File: config.mk
export PLATFORM = sky130hd
export DESIGN_NAME = sr_cmd_gen
export DESIGN_NICKNAME = d
export VERILOG_FILES = /design/src/rtl/sr_cmd_gen.sv
export SDC_FILE = /design/constraint.sdc
export NUM_CORES = 1
export LEC_CHECK = 0
export ABC_AREA = 1
export BUFFER_PORTS_ARGS = -buffer_cell sky130_fd_sc_hd__buf_2
export CAP_MARGIN = 30
export CORE_MARGIN = 8
export CORE_UTILIZATION = 40
export DETAILED_ROUTE_END_ITERATION = 6
export PLACE_DENSITY = 0.58
export SYNTH_ARGS = -nofsm -noshare
export SYNTH_HDL_FRONTEND = slang
export SYNTH_SLANG_ARGS = --single-unit
File: constraint.sdc
create_clock -name clk -period 2.4 [get_ports clk]
set_clock_uncertainty 0.1 [all_clocks]
set_input_delay 0.24 -clock clk [delete_from_list [all_inputs] [get_ports clk]]
set_output_delay 0.24 -clock clk [all_outputs]
set_load 0.01 [all_outputs]
File: src/rtl/sr_cmd_gen.sv
// sr_cmd_gen: upstream command stage for an SR flip-flop.
// Raw set/clear requests are synchronized, debounced, turned into one-shot
// pending commands and arbitrated into clean, registered, mutually exclusive
// s/r pulses. s and r are never high together, and every command is followed
// by a GAP cycle and an IDLE cycle before the next one can start.
//
// Ports:
//   clk       - clock, all state updates on posedge
//   reset     - asynchronous active-low reset
//   set_in    - raw set request (asynchronous, may bounce)
//   clr_in    - raw clear request (asynchronous, may bounce)
//   s         - set command, high for HOLD_CYCLES cycles per set command
//   r         - reset command, high for HOLD_CYCLES cycles per clear command
//   busy      - high whenever the FSM is not idle
//   conflict  - one-cycle pulse when both requests were pending at arbitration
//   cmd_count - number of commands issued, wraps at 255
module sr_cmd_gen #(
  parameter int unsigned DEB_CYCLES   = 4,
  parameter int unsigned HOLD_CYCLES  = 2,
  parameter bit          CLR_PRIORITY = 1'b1
) (
  input  logic       clk,
  input  logic       reset,
  input  logic       set_in,
  input  logic       clr_in,
  output logic       s,
  output logic       r,
  output logic       busy,
  output logic       conflict,
  output logic [7:0] cmd_count
);

  localparam logic [1:0] StIdle   = 2'd0;
  localparam logic [1:0] StDriveS = 2'd1;
  localparam logic [1:0] StDriveR = 2'd2;
  localparam logic [1:0] StGap    = 2'd3;

  localparam logic [7:0] DebMax  = 8'(DEB_CYCLES);
  localparam logic [7:0] HoldMax = 8'(HOLD_CYCLES - 1);

  // Channel index 0 is set, index 1 is clear.
  logic [1:0] raw;
  logic [1:0] sync1_q, sync2_q;
  logic [1:0] stable_q, stable_d;
  logic [1:0] stable_dly_q;
  logic [7:0] deb_cnt_q [2];
  logic [7:0] deb_cnt_d [2];
  logic [1:0] rise;
  logic [1:0] pend_q, pend_d, pend_clr;

  logic [1:0] state_q, state_d;
  logic [7:0] hold_q, hold_d;
  logic [7:0] cnt_q, cnt_d;
  logic       conflict_d;
  logic       s_q, r_q, busy_q, conflict_q;

  assign raw = {clr_in, set_in};

  // Debounce: the counter tracks how long sync has disagreed with stable.
  always_comb begin
    for (int i = 0; i < 2; i++) begin
      stable_d[i]  = stable_q[i];
      deb_cnt_d[i] = 8'd0;
      if (sync2_q[i] != stable_q[i]) begin
        if (deb_cnt_q[i] + 8'd1 == DebMax) begin
          stable_d[i] = sync2_q[i];
        end else begin
          deb_cnt_d[i] = deb_cnt_q[i] + 8'd1;
        end
      end
    end
  end

  assign rise = stable_q & ~stable_dly_q;

  always_comb begin
    state_d    = state_q;
    hold_d     = hold_q;
    cnt_d      = cnt_q;
    pend_clr   = 2'b00;
    conflict_d = 1'b0;
    case (state_q)
      StIdle: begin
        if (pend_q == 2'b11) begin
          // Both pending: winner is driven, loser is dropped.
          pend_clr   = 2'b11;
          conflict_d = 1'b1;
          state_d    = CLR_PRIORITY ? StDriveR : StDriveS;
          hold_d     = 8'd0;
          cnt_d      = cnt_q + 8'd1;
        end else if (pend_q[0]) begin
          pend_clr = 2'b01;
          state_d  = StDriveS;
          hold_d   = 8'd0;
          cnt_d    = cnt_q + 8'd1;
        end else if (pend_q[1]) begin
          pend_clr = 2'b10;
          state_d  = StDriveR;
          hold_d   = 8'd0;
          cnt_d    = cnt_q + 8'd1;
        end
      end
      StDriveS, StDriveR: begin
        if (hold_q == HoldMax) begin
          state_d = StGap;
        end else begin
          hold_d = hold_q + 8'd1;
        end
      end
      StGap:   state_d = StIdle;
      default: state_d = StIdle;
    endcase
    // A fresh edge is never lost, even in the cycle its channel is accepted.
    pend_d = (pend_q & ~pend_clr) | rise;
  end

  always_ff @(posedge clk or negedge reset) begin
    if (!reset) begin
      sync1_q      <= 2'b00;
      sync2_q      <= 2'b00;
      stable_q     <= 2'b00;
      stable_dly_q <= 2'b00;
      deb_cnt_q[0] <= 8'd0;
      deb_cnt_q[1] <= 8'd0;
      pend_q       <= 2'b00;
      state_q      <= StIdle;
      hold_q       <= 8'd0;
      cnt_q        <= 8'd0;
      s_q          <= 1'b0;
      r_q          <= 1'b0;
      busy_q       <= 1'b0;
      conflict_q   <= 1'b0;
    end else begin
      sync1_q      <= raw;
      sync2_q      <= sync1_q;
      stable_q     <= stable_d;
      stable_dly_q <= stable_q;
      deb_cnt_q[0] <= deb_cnt_d[0];
      deb_cnt_q[1] <= deb_cnt_d[1];
      pend_q       <= pend_d;
      state_q      <= state_d;
      hold_q       <= hold_d;
      cnt_q        <= cnt_d;
      // Outputs are registered from the next state so they align with it.
      s_q          <= (state_d == StDriveS);
      r_q          <= (state_d == StDriveR);
      busy_q       <= (state_d != StIdle);
      conflict_q   <= conflict_d;
    end
  end

  assign s         = s_q;
  assign r         = r_q;
  assign busy      = busy_q;
  assign conflict  = conflict_q;
  assign cmd_count = cnt_q;

endmodule

Word-level counts from Yosys, hierarchy flattened:

Cells that the tools add are included.

* add/subtract/negate cells: 4
* $mul: 0
* divide/modulo/power cells: 0
* magnitude comparators: 0
* equal/unequal tests: 13
* shifts and indexed selects: 0
* mux-type cells: 23
* bitwise logic cells: 5
* reduce and logical (&&, ||, !) cells: 9

Operators with widths (count)
* $mux 8: 11
* $add 8x1->8 const B: 4
* $eq 8x3->1 const B: 2
* $mux 2: 8
* $pmux 8 s2: 1
* $eq 2x2->1 const B: 4
* $eq 8x1->1 const B: 1
* $pmux 2 s3: 1
* $reduce_and 2->1: 3
* $and 2x2->2: 2
* $eq 2x1->1 const B: 2
* $ne 4x4->1 const B: 1
* $not 2->2: 2
* $reduce_bool 2->1: 2
* $reduce_and 3->1: 1
* $reduce_bool 3->1: 1
* $logic_not 2->1: 1
* $mux 1: 2
* $ne 1x1->1: 2
* $ne 2x2->1 const B: 1
* $or 2x2->2: 1
* $reduce_or 2->1: 1

* register bits: 48
* latch bits: 0
* RAM bits: 0
* bits in read-only memories: 0
* output and inout port bits: 12
* word-level logic and storage cells: 69
* memories kept: 0

Longest topological paths before layout:

Gate-level depths: netlist (run 1).

* depth after elaboration: 7
* gate-level depth with buffers: 10

Worst setup path after synthesis (run 1):

Ideal clock, no wire load.

* path kind: register -> register
* start point: register state_q[0]
* end point: register cnt_q[7] (netlist: cmd_count[7])
* library setup time: 0.123 ns
* arrival time: 1.243 ns
* path slack: 0.934 ns
* cell stages (with the launch flop): 9
* path buffers: 0
* clock period less this slack: 1.466 ns
* cell sequence: dfrtp_1 inv_1 ha_1 o21ai_2 inv_2 nand2_1 nor2_2 nand3_1 xor2_1

* longest elaborated chain between the ends: 2

RTL lines
* start, declared: line 51 `logic [1:0] state_q, state_d;`
* start signal, assigned: line 126 `state_q <= StIdle;`
* start signal, assigned: line 141 `state_q <= state_d;`
* $logic_not 2->1: line 82 `case (state_q)`
* $reduce_and 2->1 (no line)
* end signal, assigned: line 143 `cnt_q <= cnt_d;`
* end, declared: line 53 `logic [7:0] cnt_q, cnt_d;`

Every way passes these cells.
A chain may end at the register's enable or synchronous reset.

Worst setup path in the final report (run 1):

* start point: register state_q[0]
* end point: register hold_q[7]

* longest elaborated chain between the ends: 4
* elaborated cells on any way between the ends: 9
* classes of those cells: 4 x eq/ne; 1 x mux; 4 x reduce/logical

RTL lines
* $eq 2x1->1 or $eq 2x2->1 (tied branches): line 82
* $reduce_or 2->1: line 82
* $ne 2x2->1 (no line) or $reduce_bool 2->1 (tied branches)
* $reduce_and 3->1 (no line)
* end signal, assigned: line 142 `hold_q <= hold_d;`
* end, declared: line 52 `logic [7:0] hold_q, hold_d;`

Several ways; a longest one is shown, not always the timed one.

==> results.sh, run 1 <==
export IMPL_design_final_nets=318
export IMPL_num_io_pins=16
export IMPL_syn2layout_area_growth_pct=12.93
export IMPL_grt_util_all_layers=0.1078
export IMPL_setup_total_negative_slack_ns=0
export IMPL_seq_power_share=0.471
export IMPL_yosysWarningCount=0
export IMPL_post_dp_cell_area_um2=2555
export IMPL_worst_r2r_path_depth=5
export IMPL_syn_area_um2=2371
export IMPL_clk_pin_slew_worst_paths_ns=0.09
export IMPL_post_route_period_util=0.7042
export IMPL_h_tree_depth=2
export IMPL_ir_drop_v=0.0003657
export IMPL_num_rows=28
export IMPL_synth_area_top_cells="sky130_fd_sc_hd__dfrtp_1, sky130_fd_sc_hd__nand2_1, sky130_fd_sc_hd__inv_1"
export IMPL_critPathKind="reg2reg"
export IMPL_fillerInstances=588
export IMPL_post_drt_wl_per_cell_um=10.76
export IMPL_rd_place_congestion=0.8029
export IMPL_post_drt_via_cell_ratio=4.571
export IMPL_sequential_to_total_area_share_from_yosys_stat=0.5066
export IMPL_buffers_from_clock_root_to_sink_at_most=2
export IMPL_worst_r2r_endpoint="hold_q[7]$_DFFE_PN0P_"
export IMPL_power_share_combinational=0.324
export IMPL_antenna_violations_before_repair=0
export IMPL_synth_cell_types=26
export IMPL_timing_rr_start="state_q[0]$_DFF_PN0_"
export IMPL_grt_overflow_total=0
export IMPL_critPathCaptureType="flop"
export IMPL_final_cell_area_um2=2678
export IMPL_outcome="complete, no violations"
export IMPL_min_period_ns=1.690
export IMPL_ant_nets=0
export IMPL_post_cts_hold_buffer_count=3
export IMPL_hold_path_class="reg2reg"
export IMPL_crit_start_category="flop"
export IMPL_area_used_by_multi_input_combinational_logic_um2=1005
export IMPL_drt_total_wl_um=4112
export IMPL_grt_setup_unrepaired="false"
export IMPL_min_delay_path_depth=0
export IMPL_critical_path_arrival_ns=1.76
export IMPL_vias=1746
export IMPL_grt_pass1_vias=1762
export IMPL_port_buffers=15
export IMPL_core_area_um2=5816
export IMPL_dpl_hpwl_um=3063
export IMPL_cts_made_buffers=5
export IMPL_final_setup_viol_count=0
export IMPL_switching_power_uw=904.2
export IMPL_die_height_um=92.99
export IMPL_ctsRootBufferMaster="sky130_fd_sc_hd__clkbuf_8"
export IMPL_cts_setup_buffers=0
export IMPL_start_util=0.4077
export IMPL_power_leakage_nw=1.336
export IMPL_regToRegSetupSlack_ns=0.71
export IMPL_post_place_ws_ns=0.7233
export IMPL_ys_ff_latch=48
export IMPL_p_int_mw=1.467
export IMPL_power_share_switching=0.3813
export IMPL_layout_drive_gt1_share=0.1531
export IMPL_report_power_total_mw=2.372
export IMPL_final_seq_area_um2=1201
export IMPL_synth_top_area_frac=0.5066
export IMPL_drt_pass1_iterations=4
export IMPL_max_clock_freq_mhz=591.7
export IMPL_setup_ws_ns=0.7099
export IMPL_cts_tree="built"
export IMPL_max_slew_worst_pin_slew_ns=0.4001
export IMPL_cellPowerDensity_nw_per_um2=885.7
export IMPL_pwr_share_clk=0.205
export IMPL_n_antenna_cell=0
export IMPL_clk_insertion_delay_late_ns=0.29
export IMPL_worstHoldEndpoint="sync2_q[0]$_DFF_PN0_"
export IMPL_crit_required_ns=2.47
export IMPL_postSynthNetCount=291
export IMPL_die_area_um2=8647
export IMPL_die_width_um=92.99
export IMPL_drc_errors=0
export IMPL_maxCapViolCount=0
export IMPL_timing_hold_worst_start="sync1_q[0]$_DFF_PN0_"
export IMPL_syn_instance_count=279
export IMPL_cts_resized=0
export IMPL_grt_pass1_wl_um=7617
export IMPL_synth_top_cell_by_area="sky130_fd_sc_hd__dfrtp_1"
export IMPL_timing_max_slew_rel_slack=0.7333
export IMPL_timing_critical_path_fanout_max=10
export IMPL_cts_sinks=48
export IMPL_timing_hold_ws_ns=0.2532
export IMPL_maxSlewViolCount=0
export IMPL_drt_iter0_markers=43
export IMPL_pin_count_of_the_biggest_net_entering_global_routing=19
export IMPL_syn_area_per_cell_um2=8.498
export IMPL_endpoints_failing_hold=0
## power by group through the flow
stage / combinational [mW] / sequential [mW] / clock, mW
after floorplan: 0.548 / 1.13 / 0
after global placement: 0.766 / 1.13 / 0
after detailed placement: 0.773 / 1.14 / 0
after CTS: 0.781 / 1.12 / 0.511
after global routing: 0.900 / 1.15 / 0.547
final: 0.768 / 1.12 / 0.487
## cells by family (layout without fill, tap and decap cells)
logic type,Yosys count,in the layout,synth area share
AOI/OAI and AO/OA,31,31,0.07652
xor gates and xnor gates,9,9,0.03325
adders and majority gates,8,8,0.04222
buffers and inverters,44,72,0.06965
DFF,48,48,0.5066
and+or+nand+nor,139,139,0.2718
## cells in the mapped netlist, drive strengths merged
| cell | n |
|---|---|
| nand3 | 20 |
| inv | 44 |
| ha | 8 |
| o21ai | 13 |
| nor2 | 31 |
| xor2 | 6 |
| o211ai | 1 |
| a21oi | 11 |
| dfrtp | 48 |
| xnor2 | 3 |
| nand3b | 2 |
| o22ai | 2 |
| o21bai | 3 |
| or2 | 2 |
| o31ai | 1 |
| nor3 | 2 |
| nand2 | 74 |
| nand4 | 8 |
## placed cells by master, fill, tap and decap left out, drive strengths merged
cell and count:
nand2 74, a21oi 11, ha 8, nand3b 2, o211ai 1, o21ai 13
nor2 31, o31ai 1, or2 2, dfrtp 48, clkbuf 6, o22ai 2
inv 44, nand3 20, xor2 6, nand4 8, xnor2 3, clkinv 2
dlygate4sd3 3, nor3 2, buf 17, o21bai 3
## per-stage QoR
stage                 util  std cells
detailed placement  0.4393        371
global placement    0.4393        371
floorplan                -        279
CTS                 0.4604        382
finish              0.4604        382
global route        0.4604        382
## state kept, by name, indices dropped and copies added, names as in the netlist
signal and flops:
pend_q 2, busy 1, s 1, stable_dly_q 2, sync1_q 2, r 1, cmd_count 8, sync2_q 2
state_q 2, stable_q 2, conflict 1, hold_q 8, deb_cnt_q 16
## how the worst max path moves through the flow
stage / startpoint / endpoint
floorplan: state_q[0]$_DFF_PN0_ / cmd_count[7]$_DFFE_PN0P_
global placement: state_q[0]$_DFF_PN0_ / cmd_count[7]$_DFFE_PN0P_
detailed placement: state_q[0]$_DFF_PN0_ / hold_q[4]$_DFFE_PN0P_
CTS: state_q[0]$_DFF_PN0_ / hold_q[4]$_DFFE_PN0P_
global route: state_q[0]$_DFF_PN0_ / hold_q[1]$_DFFE_PN0P_
finish: state_q[0]$_DFF_PN0_ / hold_q[7]$_DFFE_PN0P_
## per-layer routing
metal	wire length (um)	track usage	vias to the layer above
met1	2009	0.1285	791
li1	-	-	933
met4	74	0.04430	0
met2	1906	0.1799	16
met5	0	0	-
met3	122	0.02885	6
## critical path, stage by stage, from the launching register on
cell and delay [ns]:
sky130_fd_sc_hd__dfrtp_1 0.35, sky130_fd_sc_hd__inv_1 0.06, sky130_fd_sc_hd__ha_1 0.42, sky130_fd_sc_hd__inv_1 0.15, sky130_fd_sc_hd__o21ai_2 0.35, sky130_fd_sc_hd__o21ai_0 0.14
## cell type report
class | instances | share of cell area
Sequential cell | 48 | 0.4486
Multi-Input combinational cell | 187 | 0.3752
Inverter | 44 | 0.06168
Timing Repair Buffer | 20 | 0.04486
Tap cell | 75 | 0.03505
Clock buffer | 6 | 0.03084
Clock inverter | 2 | 0.003738
No activity file was read; power rests on OpenSTA's default activity.
==> inputs of run 2 (changes only) <==
- ABC_AREA: 1 -> 0
- PLACE_DENSITY: 0.58 -> 0.6
- clock period: 2.4 -> 1.35 ns (I/O delays scaled with it)
==> results.sh, run 2 <==
export IMPL_area_used_by_multi_input_combinational_logic_um2=1379
export IMPL_drt_pass1_iterations=4
export IMPL_post_route_period_util=1.228
export IMPL_critical_path_arrival_ns=1.75
export IMPL_max_slew_worst_pin_slew_ns=0.3767
export IMPL_num_io_pins=16
export IMPL_ys_ff_latch=48
export IMPL_largest_register_ffs=16
export IMPL_postSynth_topFlopCell="sky130_fd_sc_hd__dfrtp_1"
export IMPL_grt_overflow_total=0
export IMPL_syn_area_per_cell_um2=11.00
export IMPL_core_area_um2=5540
export IMPL_design_final_nets=307
export IMPL_drt_iter0_markers=53
export IMPL_antenna_violations_before_repair=0
export IMPL_grt_pass1_wl_um=8473
export IMPL_critPathCaptureType="flop"
export IMPL_syn_instance_count=209
export IMPL_critical_path_slowest_cell="sky130_fd_sc_hd__dfrtp_1"
export IMPL_power_share_switching=0.3708
export IMPL_synth_area_top_cells="sky130_fd_sc_hd__dfrtp_1, sky130_fd_sc_hd__xnor2_1, sky130_fd_sc_hd__ha_1"
export IMPL_cts_made_buffers=5
export IMPL_hold_path_class="in2async"
export IMPL_pwr_share_clk=0.162
export IMPL_fraction_of_the_mapped_netlist_area_in_adder_cells=0.04353
export IMPL_critPathKind="reg2reg"
export IMPL_drt_total_wl_um=5198
export IMPL_sequential_to_total_area_share_from_yosys_stat=0.5223
export IMPL_rd_place_congestion=0.8463
export IMPL_min_period_ns=1.658
export IMPL_synth_cell_types=43
export IMPL_crit_required_ns=1.45
export IMPL_die_width_um=91.83
export IMPL_dpl_hpwl_um=3287
export IMPL_cellPowerDensity_nw_per_um2=1872
export IMPL_synth_xor_area_share=0.1023
export IMPL_post_drt_wl_per_cell_um=14.13
export IMPL_maxCapViolCount=0
export IMPL_max_clock_freq_mhz=603.2
export IMPL_fillerInstances=444
export IMPL_num_rows=27
export IMPL_largest_register_by_flop_count="deb_cnt_q"
export IMPL_cts_tree="built"
export IMPL_worst_r2r_path_depth=6
export IMPL_die_area_um2=8432
export IMPL_layout_commonest_cell="sky130_fd_sc_hd__buf_4"
export IMPL_synth_top_cell_by_area="sky130_fd_sc_hd__dfrtp_1"
export IMPL_endpoints_failing_hold=0
export IMPL_pin_count_of_the_biggest_net_entering_global_routing=35
export IMPL_post_drt_via_cell_ratio=4.940
export IMPL_syn2layout_area_growth_pct=50.82
export IMPL_synth_top_family_by_area="simple AND/OR/NAND/NOR gates"
export IMPL_maxSlewViolCount=0
export IMPL_yosysWarningCount=0
export IMPL_critical_path_max_stage_delay_ns=0.38
export IMPL_synth_top_area_frac=0.5223
export IMPL_synth_cells_most_frequent="sky130_fd_sc_hd__dfrtp_1, sky130_fd_sc_hd__nor2_1, sky130_fd_sc_hd__nand2_1, sky130_fd_sc_hd__xnor2_1, sky130_fd_sc_hd__nand3_1"
export IMPL_timing_max_slew_rel_slack=0.7489
export IMPL_final_setup_viol_count=26
export IMPL_grt_util_all_layers=0.1234
export IMPL_syn_area_um2=2300
export IMPL_ir_drop_v=0.001132
export IMPL_power_share_combinational=0.513
export IMPL_outcome="finished, violations left"
export IMPL_layout_drive_gt1_share=0.5338
export IMPL_timing_critical_path_fanout_max=4
export IMPL_async_reset_ff_frac=1.000
export IMPL_switching_power_mw=2.408
export IMPL_die_height_um=91.83
export IMPL_report_power_total_mw=6.493
export IMPL_grt_setup_unrepaired="true"
export IMPL_critPathLaunch="state_q[0]$_DFF_PN0_"
export IMPL_grt_pass1_vias=1852
export IMPL_clk_insertion_delay_late_ns=0.30
export IMPL_setup_ws_ns=-0.3079
export IMPL_vias=1818
export IMPL_buffers_from_clock_root_to_sink_at_most=2
export IMPL_cts_sinks=48
export IMPL_regToRegSetupSlack_ns=-0.31
export IMPL_h_tree_depth=2
export IMPL_postSynthNetCount=221
export IMPL_clk_pin_slew_worst_paths_ns=0.09
export IMPL_p_int_mw=4.085
export IMPL_n_antenna_cell=0
export IMPL_post_synthesis_mux_area_share=0.02829
export IMPL_start_util=0.4151
export IMPL_ant_nets=0
export IMPL_power_leakage_nw=1.558
export IMPL_synth_most_common_cell="sky130_fd_sc_hd__dfrtp_1"
export IMPL_crit_start_category="flop"
export IMPL_number_of_enable_type_register_cells_in_the_synthesized_netlist=0
export IMPL_ctsRootBufferMaster="sky130_fd_sc_hd__clkbuf_8"
export IMPL_drc_errors=0
export IMPL_synth_compound_area_frac=0.09739
export IMPL_most_common_layout_cells="sky130_fd_sc_hd__buf_4, sky130_fd_sc_hd__dfrtp_1, sky130_fd_sc_hd__nor2_1, sky130_fd_sc_hd__xnor2_1, sky130_fd_sc_hd__buf_2"
export IMPL_synthSimpleGateAreaFrac=0.1850
export IMPL_post_place_ws_ns=-0.3345
export IMPL_timing_critical_path_cells="inv_2, ha_4, and2b_2, a21oi_4, o221ai_4, or2_4"
export IMPL_seq_power_share=0.326
export IMPL_timing_rr_start="state_q[0]$_DFF_PN0_"
export IMPL_port_buffers=15
export IMPL_final_seq_area_um2=1207
export IMPL_violations_in_the_final_reports="setup timing"
## run 2: per-layer routing
layer / global-route usage / wire, um / up-vias
met5: 0 / 0 / -
met4: 0.03758 / 100 / 0
met3: 0.04156 / 165 / 10
met2: 0.2077 / 2696 / 21
met1: 0.1457 / 2236 / 888
li1: - / - / 899
## run 2: stage by stage
step / TNS [ns] / cells / utilization / hold WS, ns / instance area (um^2)
after floorplan: -2.836 / 209 / - / -0.2606 / 2371
after global placement: -3.720 / 347 / 0.5300 / -0.03168 / 2937
after detailed placement: -4.177 / 347 / 0.5300 / -0.03229 / 2937
after CTS: -4.063 / 363 / 0.5818 / 0.1676 / 3223
after global routing: -6.152 / 368 / 0.6260 / 0.1878 / 3468
final: -4.396 / 368 / 0.6260 / 0.1683 / 3468
## run 2: worst paths after layout
kind / to
worst max-delay path: busy$_DFF_PN0_
worst min-delay path: cmd_count[7]$_DFFE_PN0P_
worst max register to register: busy$_DFF_PN0_
worst min register to register: sync2_q[1]$_DFF_PN0_
max in group asynchronous: deb_cnt_q[8]$_DFF_PN0_
min in group clk: sync2_q[1]$_DFF_PN0_
## run 2: repair_timing
item,4_1_cts,5_1_grt
endpoints found under the setup margin,27,32
endpoints found under the hold margin,50,0
gates resized for setup,25,47
pin swaps,22,19
hold buffers,3,0
buffers inserted,5,7
## run 2: final cells by class
cell class,count,area share
timing repair buffer,81,0.1858
inverter,9,0.01046
sequential,48,0.3481
clock buffer,5,0.01984
tap,72,0.02597
multi-input combinational,150,0.3975
clock inverter,3,0.01227
## run 2: critical path, delay by kind of cell, from the launching register on
family	cells	cell delay, ns
and+or+nand+nor	2	0.51
DFF	1	0.38
AOI/OAI and AO/OA	2	0.27
adders and majority gates	1	0.22
buffers and inverters	1	0.07
## run 2: cells by family after synthesis
| group | Yosys count |
|---|---|
| xor+xnor | 26 |
| mux | 5 |
| fa+ha+maj | 8 |
| flops | 48 |
| compound gates | 29 |
| buf+inv | 11 |
| simple gates | 82 |
## run 2: power by group through the flow
stage | clock, mW | combinational (mW) | sequential, mW
finish | 1.05 | 3.33 | 2.11
global route | 1.14 | 3.61 | 2.16
CTS | 1.07 | 2.91 | 2.06
detailed placement | 0 | 2.56 | 2.06
global placement | 0 | 2.53 | 2.05
floorplan | 0 | 1.44 | 2.11
==> inputs of run 3 (changes only) <==
- ABC_AREA: 0 -> 1
- CTS_BUF_LIST: unset -> sky130_fd_sc_hd__clkbuf_2 sky130_fd_sc_hd__clkbuf_4 sky130_fd_sc_hd__clkbuf_8
- SLEW_MARGIN: unset -> 40
==> results.sh, run 3 (synthesis gave the netlist of run 1 again) <==
export IMPL_post_drt_wl_per_cell_um=11.60
export IMPL_timing_critical_path_cells="ha_4, inv_1, nand2_2, nand2_2, nor2_2, nand3_2, nor2_4, nand2_1, nand2_1, nand2_1"
export IMPL_final_setup_viol_count=21
export IMPL_crit_start_category="flop"
export IMPL_syn2layout_area_growth_pct=39.37
export IMPL_port_buffers=15
export IMPL_rd_place_congestion=0.7745
export IMPL_timing_max_slew_rel_slack=0.8071
export IMPL_violations_in_the_final_reports="setup timing"
export IMPL_antenna_violations_before_repair=0
export IMPL_core_area_um2=5816
export IMPL_pin_count_of_the_biggest_net_entering_global_routing=40
export IMPL_dpl_hpwl_um=3394
export IMPL_most_common_layout_cells="sky130_fd_sc_hd__nand2_1, sky130_fd_sc_hd__dfrtp_1, sky130_fd_sc_hd__buf_4, sky130_fd_sc_hd__inv_1, sky130_fd_sc_hd__nand2_2"
export IMPL_cts_sinks=48
export IMPL_n_antenna_cell=0
export IMPL_min_period_ns=1.500
export IMPL_grt_overflow_total=0
export IMPL_vias=1973
export IMPL_critical_path_max_stage_delay_ns=0.40
export IMPL_ctsRootBufferMaster="sky130_fd_sc_hd__clkbuf_8"
export IMPL_grt_pass1_wl_um=8735
export IMPL_outcome="finished, violations left"
export IMPL_drt_iter0_markers=67
export IMPL_h_tree_depth=2
export IMPL_layout_drive_gt1_share=0.4011
export IMPL_post_route_period_util=1.111
export IMPL_max_slew_worst_pin_slew_ns=0.2881
export IMPL_hold_path_class="in2async"
export IMPL_post_drt_via_cell_ratio=4.599
export IMPL_critical_path_arrival_ns=1.61
export IMPL_drt_total_wl_um=4977
export IMPL_cts_made_buffers=5
export IMPL_die_area_um2=8647
export IMPL_clk_insertion_delay_late_ns=0.31
export IMPL_drt_pass1_iterations=4
export IMPL_maxSlewViolCount=0
export IMPL_setup_ws_ns=-0.1500
export IMPL_final_cell_area_um2=3304
export IMPL_post_dp_cell_area_um2=2872
export IMPL_num_io_pins=16
export IMPL_place_detailed_instances=406
export IMPL_start_util=0.4077
export IMPL_num_rows=28
export IMPL_layout_commonest_cell="sky130_fd_sc_hd__nand2_1"
export IMPL_critical_path_slowest_cell="sky130_fd_sc_hd__dfrtp_1"
export IMPL_die_width_um=92.99
export IMPL_clk_pin_slew_worst_paths_ns=0.10
export IMPL_design_final_nets=365
export IMPL_maxCapViolCount=0
export IMPL_buffers_from_clock_root_to_sink_at_most=2
export IMPL_largest_register_ffs=16
export IMPL_grt_util_all_layers=0.1246
export IMPL_die_height_um=92.99
export IMPL_finish_cell_count_without_fillers=429
export IMPL_crit_required_ns=1.46
export IMPL_endpoints_failing_hold=0
export IMPL_largest_register_by_flop_count="deb_cnt_q"
export IMPL_timing_hold_ws_ns=0.1141
export IMPL_timing_critical_path_mode_cell="sky130_fd_sc_hd__nand2_1"
export IMPL_timing_critical_path_fanout_max=4
export IMPL_grt_pass1_vias=2034
export IMPL_grt_setup_unrepaired="true"
export IMPL_power_leakage_nw=1.618
export IMPL_post_place_ws_ns=-0.1582
export IMPL_critPathCaptureType="flop"
export IMPL_layout_core_utilization=0.5682
export IMPL_cts_tree="built"
export IMPL_setup_total_negative_slack_ns=-1.855
export IMPL_ant_nets=0
export IMPL_fillerInstances=519
export IMPL_ir_drop_v=0.001173
export IMPL_cellPowerDensity_nw_per_um2=1770
export IMPL_max_clock_freq_mhz=666.7
export IMPL_drc_errors=0
export IMPL_report_power_total_mw=5.848
export IMPL_critPathKind="reg2reg"
## run 3: cell count changes in the layout (fill, tap and decap cells not counted), sizes merged, moves of 4 or more
| cell | delta |
|---|---|
| a21oi | +4 |
| buf | -15 |
| xnor2 | -16 |
| inv | +34 |
| and3 | -6 |
| nand2b | -4 |
| nand4 | +4 |
| nor2 | +8 |
| nand2 | +56 |
| o21ai | +8 |
| nor2b | -4 |
## run 3: what timing repair did
action                                  4_1_cts  5_1_grt
setup buffers                                 7        4
cloned                                        1        0
endpoints found under the setup margin       20       25
resized for setup                            23       40
pin swaps                                    15       21
hold buffers                                  3        0
endpoints found under the hold margin        50        0
## run 3: critical path: cells and delay by family (launching register included)
kind | cells | cell delay, ns
fa+ha+maj | 1 | 0.18
buf+inv | 1 | 0.05
simple gates | 8 | 0.66
flops | 1 | 0.40
## run 3: layer usage
layer	vias to the layer above	track usage	wire (um)
met5	-	0	0
met1	910	0.1473	2345
li1	1031	-	-
met3	9	0.03205	172
met2	23	0.2118	2366
met4	0	0.04832	93
## run 3: report_power, final
group | internal (mW) | total [mW] | switching, mW
combinational | 1.28 | 2.77 | 1.49
sequential | 1.73 | 1.96 | 0.228
clock | 0.606 | 1.12 | 0.515
total | 3.61 | 5.85 | 2.23
## run 3: layout make-up
cell class | count | area, um^2 | share of cell area
flip-flops and latches | 48 | 1204 | 0.3643
repair buffers | 66 | 493.0 | 0.1492
inverters | 44 | 168.9 | 0.05112
multi-input cells | 188 | 1224 | 0.3703
clock inverters | 2 | 38.79 | 0.01174
clock buffers | 6 | 82.58 | 0.02499
well taps | 75 | 93.84 | 0.02840
## run 3: path summary, 6_finish.rpt
path / start / end / slack, ns / cells past startpoint
setup / recovery: deb_cnt_q[0]$_DFF_PN0_ / stable_q[1]$_DFFE_PN0P_ / -0.15 / 10
hold / removal: reset / cmd_count[0]$_DFFE_PN0P_ / 0.11 / 2
setup reg to reg: deb_cnt_q[0]$_DFF_PN0_ / stable_q[1]$_DFFE_PN0P_ / -0.15 / 10
min in group clk: sync1_q[1]$_DFF_PN0_ / sync2_q[1]$_DFF_PN0_ / 0.25 / 0
max in group asynchronous: reset / deb_cnt_q[10]$_DFF_PN0_ / 0.54 / 3
hold reg to reg: sync1_q[1]$_DFF_PN0_ / sync2_q[1]$_DFF_PN0_ / 0.25 / 0
